==> config.mk <==
export PLATFORM = sky130hd
export DESIGN_NAME = adder_sum_accumulator
export DESIGN_NICKNAME = d
export VERILOG_FILES = /design/src/rtl/adder_pkg.sv /design/src/rtl/adder_sum_accumulator_sample_counter.sv /design/src/rtl/adder_sum_accumulator.sv
export SDC_FILE = /design/constraint.sdc
export NUM_CORES = 1
export LEC_CHECK = 0
export ABC_AREA = 1
export CAP_MARGIN = 20
export CELL_PAD_IN_SITES_DETAIL_PLACEMENT = 0
export CELL_PAD_IN_SITES_GLOBAL_PLACEMENT = 1
export CORE_MARGIN = 4
export CORE_UTILIZATION = 30
export DETAILED_ROUTE_END_ITERATION = 10
export GPL_ROUTABILITY_DRIVEN = 0
export PLACE_DENSITY = 0.63
export SKIP_LAST_GASP = 1
export SYNTH_ARGS = -nofsm -noshare
export SYNTH_HDL_FRONTEND = slang
export SYNTH_SLANG_ARGS = --single-unit
export TNS_END_PERCENT = 20
==> constraint.sdc <==
create_clock -name clk -period 3 [get_ports clk]
set_input_delay 0.45 -clock clk [delete_from_list [all_inputs] [get_ports clk]]
set_output_delay 0.45 -clock clk [all_outputs]
set_load 0.01 [all_outputs]
==> src/rtl/adder_pkg.sv <==
// Shared types and constants for the adder result path.
// Used by the sum accumulator and its sample counter.
package adder_pkg;

  localparam int SUM_W   = 5;
  localparam int MAX_SUM = 30;

  typedef enum logic [1:0] {
    IDLE = 2'd0,
    ACC  = 2'd1,
    HOLD = 2'd2
  } state_e;

endpackage

==> src/rtl/adder_sum_accumulator_sample_counter.sv <==
// Counts accepted samples within a frame.
// Flags the final sample of the frame.
module sample_counter #(
  parameter int NUM_SAMPLES = 8,
  parameter int CNT_W       = 8
) (
  input  logic clk,
  input  logic rst,
  input  logic clr,
  input  logic inc,
  output logic last
);

  logic [CNT_W-1:0] cnt_q;
  logic [CNT_W-1:0] cnt_d;

  always_comb begin
    cnt_d = cnt_q;
    if (clr) begin
      cnt_d = '0;
    end else if (inc) begin
      cnt_d = cnt_q + CNT_W'(1);
    end
  end

  // NOTE: state registers use non-blocking assignments so every flop samples pre-edge values.
  always_ff @(posedge clk or posedge rst) begin
    if (rst) begin
      cnt_q <= '0;
    end else begin
      cnt_q <= cnt_d;
    end
  end

  // With NUM_SAMPLES==1 this is true in IDLE, so the first accept closes the frame.
  assign last = (cnt_q == CNT_W'(NUM_SAMPLES - 1));

endmodule

==> src/rtl/adder_sum_accumulator.sv <==
// Accumulates NUM_SAMPLES adder sums into a frame total behind valid/ready handshakes.
// Define ACC_SAT_EN to saturate the total on overflow instead of wrapping.
module adder_sum_accumulator
  import adder_pkg::*;
#(
  parameter int NUM_SAMPLES = 8,
  parameter int ACC_W       = 8,
  parameter int CNT_W       = 8
) (
  input  logic             clk,
  input  logic             rst,
  input  logic             clr,
  input  logic             in_valid,
  output logic             in_ready,
  input  logic [SUM_W-1:0] in_sum,
  output logic             out_valid,
  input  logic             out_ready,
  output logic [ACC_W-1:0] out_sum,
  output logic             out_ovf,
  output logic             busy
);

  state_e           state_q, state_d;
  logic [ACC_W-1:0] acc_q, acc_d;
  logic             ovf_q, ovf_d;

  logic             accept;
  logic             last;
  logic             frame_done;
  logic [ACC_W:0]   sum_ext;
  logic             carry;

  assign in_ready   = (state_q != HOLD);
  assign accept     = in_valid & in_ready;
  assign frame_done = (state_q == HOLD) & out_ready;

  assign sum_ext = {1'b0, acc_q} + (ACC_W + 1)'(in_sum);
  assign carry   = sum_ext[ACC_W];

  sample_counter #(
    .NUM_SAMPLES (NUM_SAMPLES),
    .CNT_W       (CNT_W)
  ) u_sample_counter (
    .clk  (clk),
    .rst  (rst),
    .clr  (clr | frame_done),
    .inc  (accept & ~clr),
    .last (last)
  );

  // NOTE: every signal written here gets a default first, so no latch can be inferred.
  always_comb begin
    state_d = state_q;
    acc_d   = acc_q;
    ovf_d   = ovf_q;
    if (clr) begin
      state_d = IDLE;
      acc_d   = '0;
      ovf_d   = 1'b0;
    end else begin
      unique case (state_q)
        IDLE: begin
          if (accept) begin
            acc_d   = ACC_W'(in_sum);
            ovf_d   = 1'b0;
            state_d = last ? HOLD : ACC;
          end
        end
        ACC: begin
          if (accept) begin
`ifdef ACC_SAT_EN
            // Once saturated, any further add carries again (or adds zero), so it sticks.
            acc_d = carry ? {ACC_W{1'b1}} : sum_ext[ACC_W-1:0];
`else
            acc_d = sum_ext[ACC_W-1:0];
`endif
            ovf_d = ovf_q | carry;
            if (last) begin
              state_d = HOLD;
            end
          end
        end
        HOLD: begin
          if (out_ready) begin
            state_d = IDLE;
            acc_d   = '0;
            ovf_d   = 1'b0;
          end
        end
        default: begin
          state_d = IDLE;
          acc_d   = '0;
          ovf_d   = 1'b0;
        end
      endcase
    end
  end

  always_ff @(posedge clk or posedge rst) begin
    if (rst) begin
      state_q <= IDLE;
      acc_q   <= '0;
      ovf_q   <= 1'b0;
    end else begin
      state_q <= state_d;
      acc_q   <= acc_d;
      ovf_q   <= ovf_d;
    end
  end

  // Outputs come only from flops; the HOLD gate keeps them at zero elsewhere.
  assign out_valid = (state_q == HOLD);
  assign out_sum   = out_valid ? acc_q : '0;
  assign out_ovf   = out_valid & ovf_q;
  assign busy      = (state_q != IDLE);

endmodule

==> results by group, run 1 <==
Synthesis
  – Top area cells in the synthesized netlist: dfrtp_1 (36%), nand2_1 (14%), nand3_1 (9.0%)
  – Synth top area share: between 30% and 40%
  – Synth Cell Area: about 1300 um^2
  – Gate Count Post-Synth: about 190
  – Synth Flop Type: dfrtp_1
  – Post-synth cell types: 25
  – Yosys reg bits: 19
  – Ys Warns: 0
  – EDFF count, synth: 0
  – Synthesized area per cell: 6.924 um^2
  – Register area share after synthesis: 35.58%
  – Asr flop ratio synth: between 90% and 100%
  – Leading area contributor after synthesis: dfrtp_1
  – Syn nets: 210

STA
  – RSZ-0062 raised after global routing: false
  – Final hold viol count: 0
  – Final min period: 2182 ps
  – Setup TNS: 0 ps
  – Max frequency: about 460 MHz
  – Fin Clk Skew: about 9.3 ps
  – Worst-margin pin slew: 770.3 ps
  – Crit share post-route: around 73%
  – Hold Worst Slack: a little over 500 ps
  – Endpoints failing setup: 0
  – Final Max Slew Viols: 0
  – Max-Slew Margin vs Limit: between 40% and 50%

Detailed routing
  – Antenna viol nets, final: 0
  – DRT iter0 DRCs: between 60 and 70
  – DR pass1 iterations: 4
  – Routed Wire Length: roughly 3.4 mm
  – Vias: approximately 1,300
  – Wire per inst: approximately 13 um
  – DRC: 0
  – Number of vias per cell: roughly 4.8

Final layout
  – Final Util: 38.05%
  – Layout cell share with drive strength beyond 1: ~6%
  – # nets final: 235
  – P&R area growth vs syn: 23.13%
  – Commonest non-fill, non-tap cell in the layout: nand2_1
  – Commonest non-fill, non-tap cells in the layout: nand2_1 (49), inv_1 (31), nand3_1 (24)
  – Ant diodes: 0

Worst hold path
  – Worst Hold Class: reg2reg
  – Hold path startpoint: acc_q[4]

Global route
  – Vias in the first global route: ~1,200
  – Largest net degree at the start of global routing: 20
  – Antenna violations before repair: 0
  – Gr ovfl total: 0
  – Gr usage total: a little over an eighth
  – Wire length of the first global-routing pass: 5.733 mm

Placed design
  – Post-DP HPWL: around 2.7 mm
  – I/O Buffers: 21

Clock tree
  – Num CTS Buffers: 3
  – CTS tree: built
  – Post-CTS Resized: 0
  – Post-CTS setup buffers: 0
  – Cts hold-fix bufs: 0
  – Clock Latency Late Sink: between 200 and 300 ps
  – Clk root buf: clkbuf_8
  – Worst-case clock buffer depth: 2
  – Reg clk slew, reported paths: 80 ps
  – Clock sink count: 19
  – H-tree levels: 1

Setup path
  – Reg2Reg Launch Point: acc_q[0]
  – Crit path arrival time: between 1500 and 2000 ps
  – Crit. End Element: output pin
  – Worst setup startpoint: state_q[1]
  – Worst-path fanout max: 10
  – Worst endpoint required time: between 2000 and 3000 ps
  – Setup CP Type: reg2out
  – Crit path launch type: register

Floorplanning
  – Die span in y: roughly 75 um
  – Full die area: 5586 um^2
  – IO Pins: 22
  – CORE AREA: approximately 4300 um^2
  – # rows: 24
  – Initial Util: a little under a third
  – Die Width: between 70 and 80 um

Power and ir drop
  – Final Power: between 0.6 and 0.7 mW
  – Sequential share of power: 46.6%
  – Combinational Power Share: 22.5%
  – Pint: roughly 0.42 mW
  – P_sw: 0.1938 mW
  – PD cells: 371.5 nW/um^2
  – LEAKAGE: around 0.78 nW
  – Max VDD drop: 0.0001341 V
  – Clock power frac: slightly above 30%
  – Sw frac: a little under a third

Outcome
  – Status: finished, final reports clean

Flow run
  – Max Cap Viol: 0
area by class of cell:
type / instances / area, um^2
clock buffer: 4 / 45.04
fill: 470 / 2679
inverter: 34 / 127.6
multi-input combinational: 139 / 721.9
sequential: 19 / 475.5
tap: 52 / 65.06
timing repair buffer: 21 / 210.2
flip-flops by register name (all words and copies together) (netlist names):
signal	cells
acc_q	8
ovf_q	1
state_q	2
u_sample_counter.cnt_q	8
power by group through the flow:
stage | clock network (mW) | logic (mW) | registers, mW
4_1_cts | 0.193 | 0.139 | 0.285
5_1_grt | 0.206 | 0.160 | 0.287
2_1_floorplan | 0 | 0.0979 | 0.287
3_5_place_dp | 0 | 0.139 | 0.290
3_3_place_gp | 0 | 0.138 | 0.290
6_report | 0.189 | 0.137 | 0.285
per-layer routing:
layer,vias up,share of wire [%],global-route usage [%]
met5,-,0,0
met4,0,1.3,4.743
met3,4,4.5,1.869
met2,40,43,20.88
met1,591,51,18.95
li1,666,-,-
synth_stat cells (2+ instances only):
library cell / instances
a21oi_1: 11
dfrtp_1: 19
nand3_1: 24
nand4_1: 3
nor2_1: 21
inv_2: 3
nand2_1: 49
o21ai_0: 10
a21oi_2: 2
ha_1: 6
inv_1: 31
cell families after synthesis:
kind of cell | Yosys count | synth area share, %
and+or+nand+nor | 104 | 34.74
buffers and inverters | 35 | 10.39
AOI/OAI and AO/OA | 27 | 11.52
DFF | 19 | 35.58
adders and majority gates | 7 | 7.116
xor gates and xnor gates | 1 | 0.6556
worst paths after layout:
path                         endpoint  slack, ps  cells after the start
min in group asynchronous    acc_q[6]        620                      2
max                        out_sum[0]        820                      5
max reg2reg                  acc_q[6]       1330                      9
min                          acc_q[4]        520                      2
min reg2reg                  acc_q[4]        520                      2
max in group asynchronous    acc_q[2]       1890                      2
per-stage QoR:
stage,worst slack (ps),cells,area (um^2)
6_report,817.7,269,1645
5_1_grt,713.5,269,1645
3_5_place_dp,779.3,265,1600
2_1_floorplan,1365,193,1336
3_3_place_gp,812.2,265,1600
4_1_cts,788.9,269,1645
worst max-delay path, cell delays in order, from the launching register on:
cell and delay (ps):
dfrtp_1 400, inv_2 120, nor2_8 150, inv_2 120, nor2_1 120, clkdlybuf4s50_1 550
Power figures use the tool's default switching activity.
==> inputs of run 2 (changes only) <==
- PLACE_DENSITY: 0.63 -> 0.66
- clock period: 3 -> 1.8 ns (I/O delays scaled with it)
==> run 2 against run 1 <==
Net effect: the flow now finishes with violations (setup timing); non-clock buffer count rose by 12; highest routed layer unchanged; sequential power grew 67%; hold slack worse by 200 ps.
==> results by group, run 2 (synthesized netlist as in run 1, its figures left out) <==
Outcome
  – Status: complete, but fails checks
  – Violated checks: setup timing

Floorplanning
  – Initial Util: about 31%
  – Die span in y: between 70 and 80 um
  – IO Pins: 22
  – CORE AREA: between 4000 and 5000 um^2
  – Full die area: 5586 um^2
  – Die Width: roughly 75 um
  – # rows: 24

Clock tree
  – Cts hold-fix bufs: 0
  – Clock sink count: 19
  – Reg clk slew, reported paths: 80 ps
  – CTS tree: built
  – Clk root buf: clkbuf_8
  – H-tree levels: 1
  – Clock Latency Late Sink: between 200 and 300 ps
  – Worst-case clock buffer depth: 2
  – Num CTS Buffers: 3

Placed design
  – Post-DP HPWL: roughly 2.8 mm
  – Placed Area: approximately 1700 um^2
  – I/O Buffers: 21

Detailed routing
  – DRC: 0
  – Vias: ~1,300
  – Metal-1 WL: between 1.5 and 2 mm
  – Wire per inst: 12.75 um
  – Met2 WL post-DR: 1.765 mm
  – Highest metal used: met4
  – Routed Wire Length: between 3 and 4 mm
  – Antenna viol nets, final: 0
  – DR pass1 iterations: 4
  – Met3 wire len: 147 um
  – DRT iter0 DRCs: slightly below 60
  – Number of vias per cell: 4.794

Setup path
  – Critical path, cell by cell: nor2_8, inv_4, nor2_1, clkdlybuf4s50_1
  – Crit path arrival time: approximately 1600 ps
  – Worst path max stage delay: 540 ps
  – Worst endpoint required time: ~1500 ps
  – Reg2Reg Launch Point: acc_q[0]
  – Crit path launch type: register
  – Crit. End Element: output pin
  – CP max-delay cell: clkdlybuf4s50_1
  – R2R Setup Slk: roughly 120 ps
  – Worst reg2reg path endpoint: acc_q[4]
  – Worst Reg-to-Reg Cells: 9
  – Worst-path fanout max: 10
  – Setup CP Type: reg2out

STA
  – Endpoints failing setup: 5
  – Setup TNS: -414.1 ps
  – Final Max Slew Viols: 0
  – Final hold viol count: 0
  – Worst-margin pin slew: 333.7 ps
  – Max frequency: 529.0 MHz
  – Max-Slew Margin vs Limit: a little under 80%
  – Crit share post-route: 105.0%
  – Final critical-path setup slack: -90.46 ps
  – Fin Clk Skew: around 3.6 ps
  – Final min period: 1890 ps
  – RSZ-0062 raised after global routing: true

Global route
  – Gr usage total: around 14%
  – Gr ovfl total: 0
  – Vias in the first global route: 1,332
  – Antenna violations before repair: 0
  – Wire length of the first global-routing pass: ~6.1 mm
  – Largest net degree at the start of global routing: 20

Final layout
  – Layout fillers: between 400 and 500
  – Commonest non-fill, non-tap cell in the layout: nand2_1
  – Commonest non-fill, non-tap cells in the layout: nand2_1 (49), inv_1 (31), nand3_1 (24)
  – # nets final: 247
  – Post-route cell area: between 1500 and 2000 um^2
  – P&R area growth vs syn: 30.43%
  – Largest regs: acc_q x8, u_sample_counter.cnt_q x8, state_q x2
  – Layout cell share with drive strength beyond 1: a little under an eighth
  – Ant diodes: 0

Power and ir drop
  – Final Power: 1.045 mW
  – Max VDD drop: between 0.0004 and 0.0005 V
  – PD cells: ~600 nW/um^2
  – LEAKAGE: between 0.8 and 0.9 nW

Flow run
  – Max Cap Viol: 0

Worst hold path
  – Worst Hold Class: in2async
run 2: cell count changes in the layout (fill, tap and decap cells not counted):
cell             before  now
buf_4                 0   12
clkdlybuf4s50_1      21   17
dlygate4sd2_1         0    2
dlymetal6s2s_1        0    2
clkbuf_1              1    0
clkinv_2              0    1
dfrtp_1              19   18
dfrtp_2               0    1
inv_2                 3    2
inv_4                 0    1
run 2: cell type report:
type / instances / area [um^2] / area share [%]
Multi-Input combinational cell: 139 / 721.9 / 41.42
Clock inverter: 1 / 5.005 / 0.2872
Sequential cell: 19 / 476.7 / 27.35
Timing Repair Buffer: 33 / 302.8 / 17.37
Clock buffer: 3 / 41.29 / 2.369
Tap cell: 52 / 65.06 / 3.733
Inverter: 34 / 130.1 / 7.466
run 2: timing repair:
item                                    in CTS  in global routing
pin swaps                                    1                  0
resized for setup                            4                  2
endpoints found under the hold margin        0                  0
setup buffers                                1                  0
endpoints found under the setup margin      11                 13
run 2: critical path, delay by kind of cell, from the launching register on:
kind                   cells  cell delay [ps]
DFF                        1              460
buffers and inverters      2              630
and+or+nand+nor            2              270
run 2: where the power goes:
part	switching [mW]	internal (mW)	leakage (nW)
Sequential	0.0259	0.451	0.256
Combinational	0.145	0.107	0.609
Clock	0.162	0.154	0.0255
Total	0.333	0.712	0.891
run 2: how the worst max path moves through the flow:
stage / depth (start not counted) / endpoint / from / slack, ps
after detailed placement: 10 / acc_q[4] / in_sum[0] / -230
final: 4 / out_sum[6] / state_q[0] / -90
after CTS: 5 / out_sum[7] / state_q[1] / -120
after global placement: 10 / acc_q[6] / in_sum[0] / -180
after global routing: 5 / out_sum[6] / state_q[1] / -190
after floorplan: 9 / acc_q[6] / acc_q[0] / 260
run 2: routing by layer:
| layer | track usage (%) | vias to the layer above |
|---|---|---|
| met4 | 2.964 | 0 |
| met3 | 3.605 | 2 |
| met2 | 25.07 | 17 |
| met1 | 17.70 | 635 |
| li1 | - | 693 |
| met5 | 0 | - |
run 2: metrics by stage:
step / setup slack (ps) / instances / util [%] / hold slack (ps)
CTS: -121.3 / 281 / 40.19 / 331.1
global placement: -180.6 / 276 / 38.92 / 500.4
floorplan: 262.1 / 193 / - / 221.1
detailed placement: -226.2 / 276 / 38.92 / 515.8
finish: -90.46 / 281 / 40.31 / 322.8
global route: -190.9 / 281 / 40.31 / 352.6
==> RTL change 1, RTL diff (settings of run 2) <==
Encoding of `state_e`: now one-hot (3 bits for 3 states).
--- a/src/rtl/adder_pkg.sv
+++ b/src/rtl/adder_pkg.sv
@@ -7,6 +7,6 @@
 
-  typedef enum logic [1:0] {
-    IDLE = 2'd0,
-    ACC  = 2'd1,
-    HOLD = 2'd2
+  typedef enum logic [2:0] {
+    IDLE = 3'b001,
+    ACC  = 3'b010,
+    HOLD = 3'b100
   } state_e;
Function: no difference found for any inputs over 10 cycles, from zero or initial values and one cycle with rst high; not proved beyond that.
==> RTL change 1 against run 2 <==
  * The run still ends with setup timing left
  * Clock skew is essentially flat
  * Sequential cell count grew 1
  * Via count shrank 0.82%
  * Largest cell class unchanged
  * Worst setup slack lost 0.049 ns
  * Highest routed layer unchanged
  * Wire length shrank 3.3%
  * Area after synthesis grew 2.8%
  * Final area grew 6.7%
Power is not compared: it rests on default switching activity, and its combinational part moved more than twofold at a synthesized area within 25%.
==> RTL change 1: results (changes against run 2) <==
stage,metric,value,unit,change
critical_path,arrival,1.67,ns,was 1.62 ns
global_route,grt_pass1_wl,5.88,mm,was 6.06 mm
layout,drive_gt1_share,15.0,%,was 11.8%
critical_path,r2r_slack,0.10,ns,was 0.12 ns
logic_synthesis,synth_seq_area_share,36.5,%,was 35.6%
layout,fillerInstances,464,,was 466
placement,dp_slack,-0.247,ns,was -0.226 ns
global_route,grt_max_degree,21,,was 20
critical_path,cp-endpoint,out_sum[7],,was out_sum[6]
clocking,clock_latency,0.26,ns,about the same
route,viasPerCell,4.67,,was 4.79
global_route,grt.total_usage,13.5,%,was 14.3%
status,outcome,"complete, but fails checks",,unchanged
status,violations,setup timing,,unchanged
layout,reg_top3,"acc_q (8), u_sample_counter.cnt_q (8), state_q (3)",,"was acc_q (8), u_sample_counter.cnt_q (8), state_q (2)"
timing,hold_viol,0,,unchanged
logic_synthesis,async_flop_share,100,%,unchanged
critical_path,r2r-start,acc_q[0]$_DFFE_PP0P_,,unchanged
critical_path,worstPathMaxFanout,10,,unchanged
placement,hpwl,2.77,mm,was 2.80 mm
logic_synthesis,synth-edff-count,0,,unchanged
logic_synthesis,synth_common_cells,"nand2_1, inv_1, nor2_1, nand3_1, dfrtp_1",,"was nand2_1, inv_1, nand3_1, nor2_1, dfrtp_1"
logic_synthesis,syn_nets,209,,was 210
timing,final.setup.tns,-0.950,ns,was -0.414 ns
logic_synthesis,synthCells,192,,was 193
route,drt_iter0_drc,39,,was 58
timing,finClkSkew,0.00358,ns,was 0.00359 ns
timing,tightest_slew,0.268,ns,was 0.334 ns
logic_synthesis,synth-main-ff-cell,dfrtp_1,,unchanged
timing,final-setup-viol-count,8,,was 5
critical_path,setup.worst_path.start,state_q[1]$_DFFE_PP0P_,,was state_q[0]$_DFFE_PP0P_
logic_synthesis,synth_top_cells_by_area,"dfrtp_1, nand2_1, inv_1",,"was dfrtp_1, nand2_1, nand3_1"
clocking,cts_setup_buffers,0,,was 1
placement,io_buffers,21,,unchanged
layout,nets,252,,was 247
layout,fin_cells,286,,was 281
route,wl_per_cell,12.1,um,was 12.8 um
logic_synthesis,yosysUniqueCellTypes,27,,was 25
placement,dp_cells,282,,was 276
global_route,grt_pass1_vias,1281,,"was 1,332"
timing,layout_setup_ws,-0.139,ns,was -0.0905 ns
clocking,ctsResizeCount,2,,was 4
clocking,cts_root_buf,clkbuf_8,,unchanged
global_route,antenna_found_initial,0,,unchanged
route,drtPass1Iterations,4,,unchanged
-- RTL change 1: cell types whose count changed in the layout (fill, tap and decap cells not counted), moves of 3 or more --
cell,run 2,this run
a21oi_1,11,8
inv_1,31,28
nand2_1,49,40
nand3_1,24,20
nand3_2,0,4
nor2_1,21,27
buf_4,12,17
o21ai_0,10,17
a22oi_1,0,3
-- RTL change 1: through the flow --
stage | power [mW] | instance area (um2) | hold slack (ns)
after floorplan | 1.03 | 1370 | 0.233
after global placement | 1.29 | 1800 | 0.510
after detailed placement | 1.31 | 1800 | 0.510
after CTS | 1.66 | 1850 | 0.338
after global routing | 1.78 | 1860 | 0.353
final | 1.64 | 1860 | 0.336
-- RTL change 1: how the worst min path moves through the flow --
stage                      startpoint                                     to  slack (ns)
finish                            rst                      ovf_q$_DFFE_PP0P_        0.34
global route                      rst  u_sample_counter.cnt_q[4]$_DFFE_PP0P_        0.35
CTS                               rst  u_sample_counter.cnt_q[4]$_DFFE_PP0P_        0.34
detailed placement  ovf_q$_DFFE_PP0P_                      ovf_q$_DFFE_PP0P_        0.51
global placement    ovf_q$_DFFE_PP0P_                      ovf_q$_DFFE_PP0P_        0.51
floorplan                         rst                   acc_q[0]$_DFFE_PP0P_        0.23
-- RTL change 1: kinds of logic (layout without fill, tap and decap cells) --
| kind of cell | after synthesis | after routing | share of synthesized area [%] |
|---|---|---|---|
| buf+inv | 32 | 74 | 9.29 |
| fa+ha+maj | 7 | 7 | 6.92 |
| flops | 20 | 20 | 36.5 |
| simple gates | 100 | 100 | 33.2 |
| xor+xnor | 1 | 1 | 0.638 |
| compound gates | 32 | 32 | 13.4 |
-- RTL change 1: critical path, cell delays in order, from the launching register on --
cell and delay (ns):
dfrtp_1 0.40, nor2_1 0.12, nand2_1 0.12, buf_12 0.16
nor2_1 0.08, clkdlybuf4s50_1 0.54
-- RTL change 1: cell type report --
type	instances	area (um2)	share of cell area, %
multi-input combinational	140	744	40.0
sequential	20	502	27.0
timing repair buffer	40	380	20.5
inverter	30	113	6.06
tap	52	65.1	3.50
clock buffer	4	55.1	2.96
-- RTL change 1: per-layer routing --
layer	global-route usage, %	up-vias	share of wire (%)
met4	4.08	0	1.0
met2	23.7	16	50
met5	0	-	0
met1	17.5	612	47
met3	1.58	4	2.7
li1	-	704	-
-- RTL change 1: power by group --
part | switching [mW] | leakage (nW) | internal, mW
combinational | 0.404 | 0.638 | 0.309
sequential | 0.0574 | 0.270 | 0.523
clock | 0.153 | 0.0288 | 0.195
==> RTL change 2, RTL diff (flow settings as in run 2) <==
Made on the original files. Set the package constant `SUM_W` to 7 (it was 5).
--- a/src/rtl/adder_pkg.sv
+++ b/src/rtl/adder_pkg.sv
@@ -4,3 +4,3 @@
 
-  localparam int SUM_W   = 5;
+  localparam int SUM_W   = 7;
   localparam int MAX_SUM = 30;
Ports: changed (resized in_sum); port bits go from 22 to 24. The function was not compared with the original's and may differ.
==> RTL change 2 against run 2 <==
  * Sequential cell count did not move
  * Wire length fell by 2.0%
  * Fmax rose by 5.5%
  * Area after synthesis rose by 4.9%
  * Final cell count rose by 1.8%
  * Final area rose by 5.3%
  * Total power rose by 8.6%
  * Synthesized cell count rose by 2.1%
  * Worst hold slack barely moved
  * Worst setup slack improved by 0.099 ns
  * Critical path depth did not move
  * Non-clock buffer count rose by 3
  * Via count rose by 0.30%
  * Largest power group unchanged
  * Highest routed layer unchanged
==> RTL change 2: results (changes against run 2) <==
stage,metric,value,unit,change
critical_path,worstPathMaxFanout,12,,was 10
logic_synthesis,synth_common_cells,"nand2_1, inv_1, nor2_1, dfrtp_1, nand3_1",,"was nand2_1, inv_1, nand3_1, nor2_1, dfrtp_1"
status,outcome,completed,,"was complete, but fails checks"
global_route,grt.total_usage,12.8,%,was 14.3%
logic_synthesis,synth_top_cells_by_area,"dfrtp_1, nand2_1, ha_1",,"was dfrtp_1, nand2_1, nand3_1"
global_route,grt_pass1_wl,6.04,mm,was 6.06 mm
global_route,grt_pass1_vias,1304,,"was 1,332"
placement,dp_slack,-0.212,ns,was -0.226 ns
critical_path,r2r_slack,0.22,ns,was 0.12 ns
logic_synthesis,synth_seq_area_share,33.9,%,was 35.6%
logic_synthesis,synth_xor_area_share,0.625,%,was 0.655%
global_route,use_met3,3.07,%,was 3.60%
pwr,p_sw,373,uW,was 333 uW
pwr,power.share.switching,32.8,%,was 31.9%
route,wl_per_cell,12.3,um,was 12.8 um
placement,dp_cells,281,,was 276
placement,post_dp_cell_area,1770,um2,was 1680 um2
critical_path,cp-endpoint,out_sum[0],,was out_sum[6]
layout,nets,256,,was 247
logic_synthesis,syn_nets,218,,was 210
timing,finClkSkew,0.00593,ns,was 0.00359 ns
pwr,ir_drop,0.349,mV,was 0.404 mV
timing,slew_headroom,71.1,%,was 77.7%
logic_synthesis,avgSynthCellArea,7.11,um2,was 6.92 um2
placement,hpwl,2.68,mm,was 2.80 mm
clocking,ctsResizeCount,3,,was 4
logic_synthesis,synth_compound_area_share,14.3,%,was 11.5%
route,drt_iter0_drc,44,,was 58
timing,layout_setup_ws,0.00824,ns,was -0.0905 ns
logic_synthesis,yosysUniqueCellTypes,33,,was 25
critical_path,arrival,1.52,ns,was 1.62 ns
RTL change 2: worst min path at each step:
| stage | endpoint | slack (ns) | cells past startpoint |
|---|---|---|---|
| global placement | acc_q[7]$_DFFE_PP0P_ | 0.50 | 2 |
| CTS | acc_q[7]$_DFFE_PP0P_ | 0.34 | 3 |
| detailed placement | acc_q[7]$_DFFE_PP0P_ | 0.49 | 2 |
| global route | acc_q[7]$_DFFE_PP0P_ | 0.35 | 3 |
| finish | acc_q[7]$_DFFE_PP0P_ | 0.32 | 3 |
| floorplan | acc_q[0]$_DFFE_PP0P_ | 0.22 | 1 |
RTL change 2: per-layer routing:
metal | vias up | share of wire, %
met2 | 20 | 47
met3 | 5 | 2.9
met5 | - | 0
met4 | 0 | 1.0
met1 | 612 | 49
li1 | 714 | -
RTL change 2: layout make-up:
type	instances	area, um2
clock inverter	1	5.00
inverter	31	116
tap	52	65.1
timing repair buffer	36	328
clock buffer	3	41.3
multi-input combinational	144	805
sequential	19	475
fill	474	2610
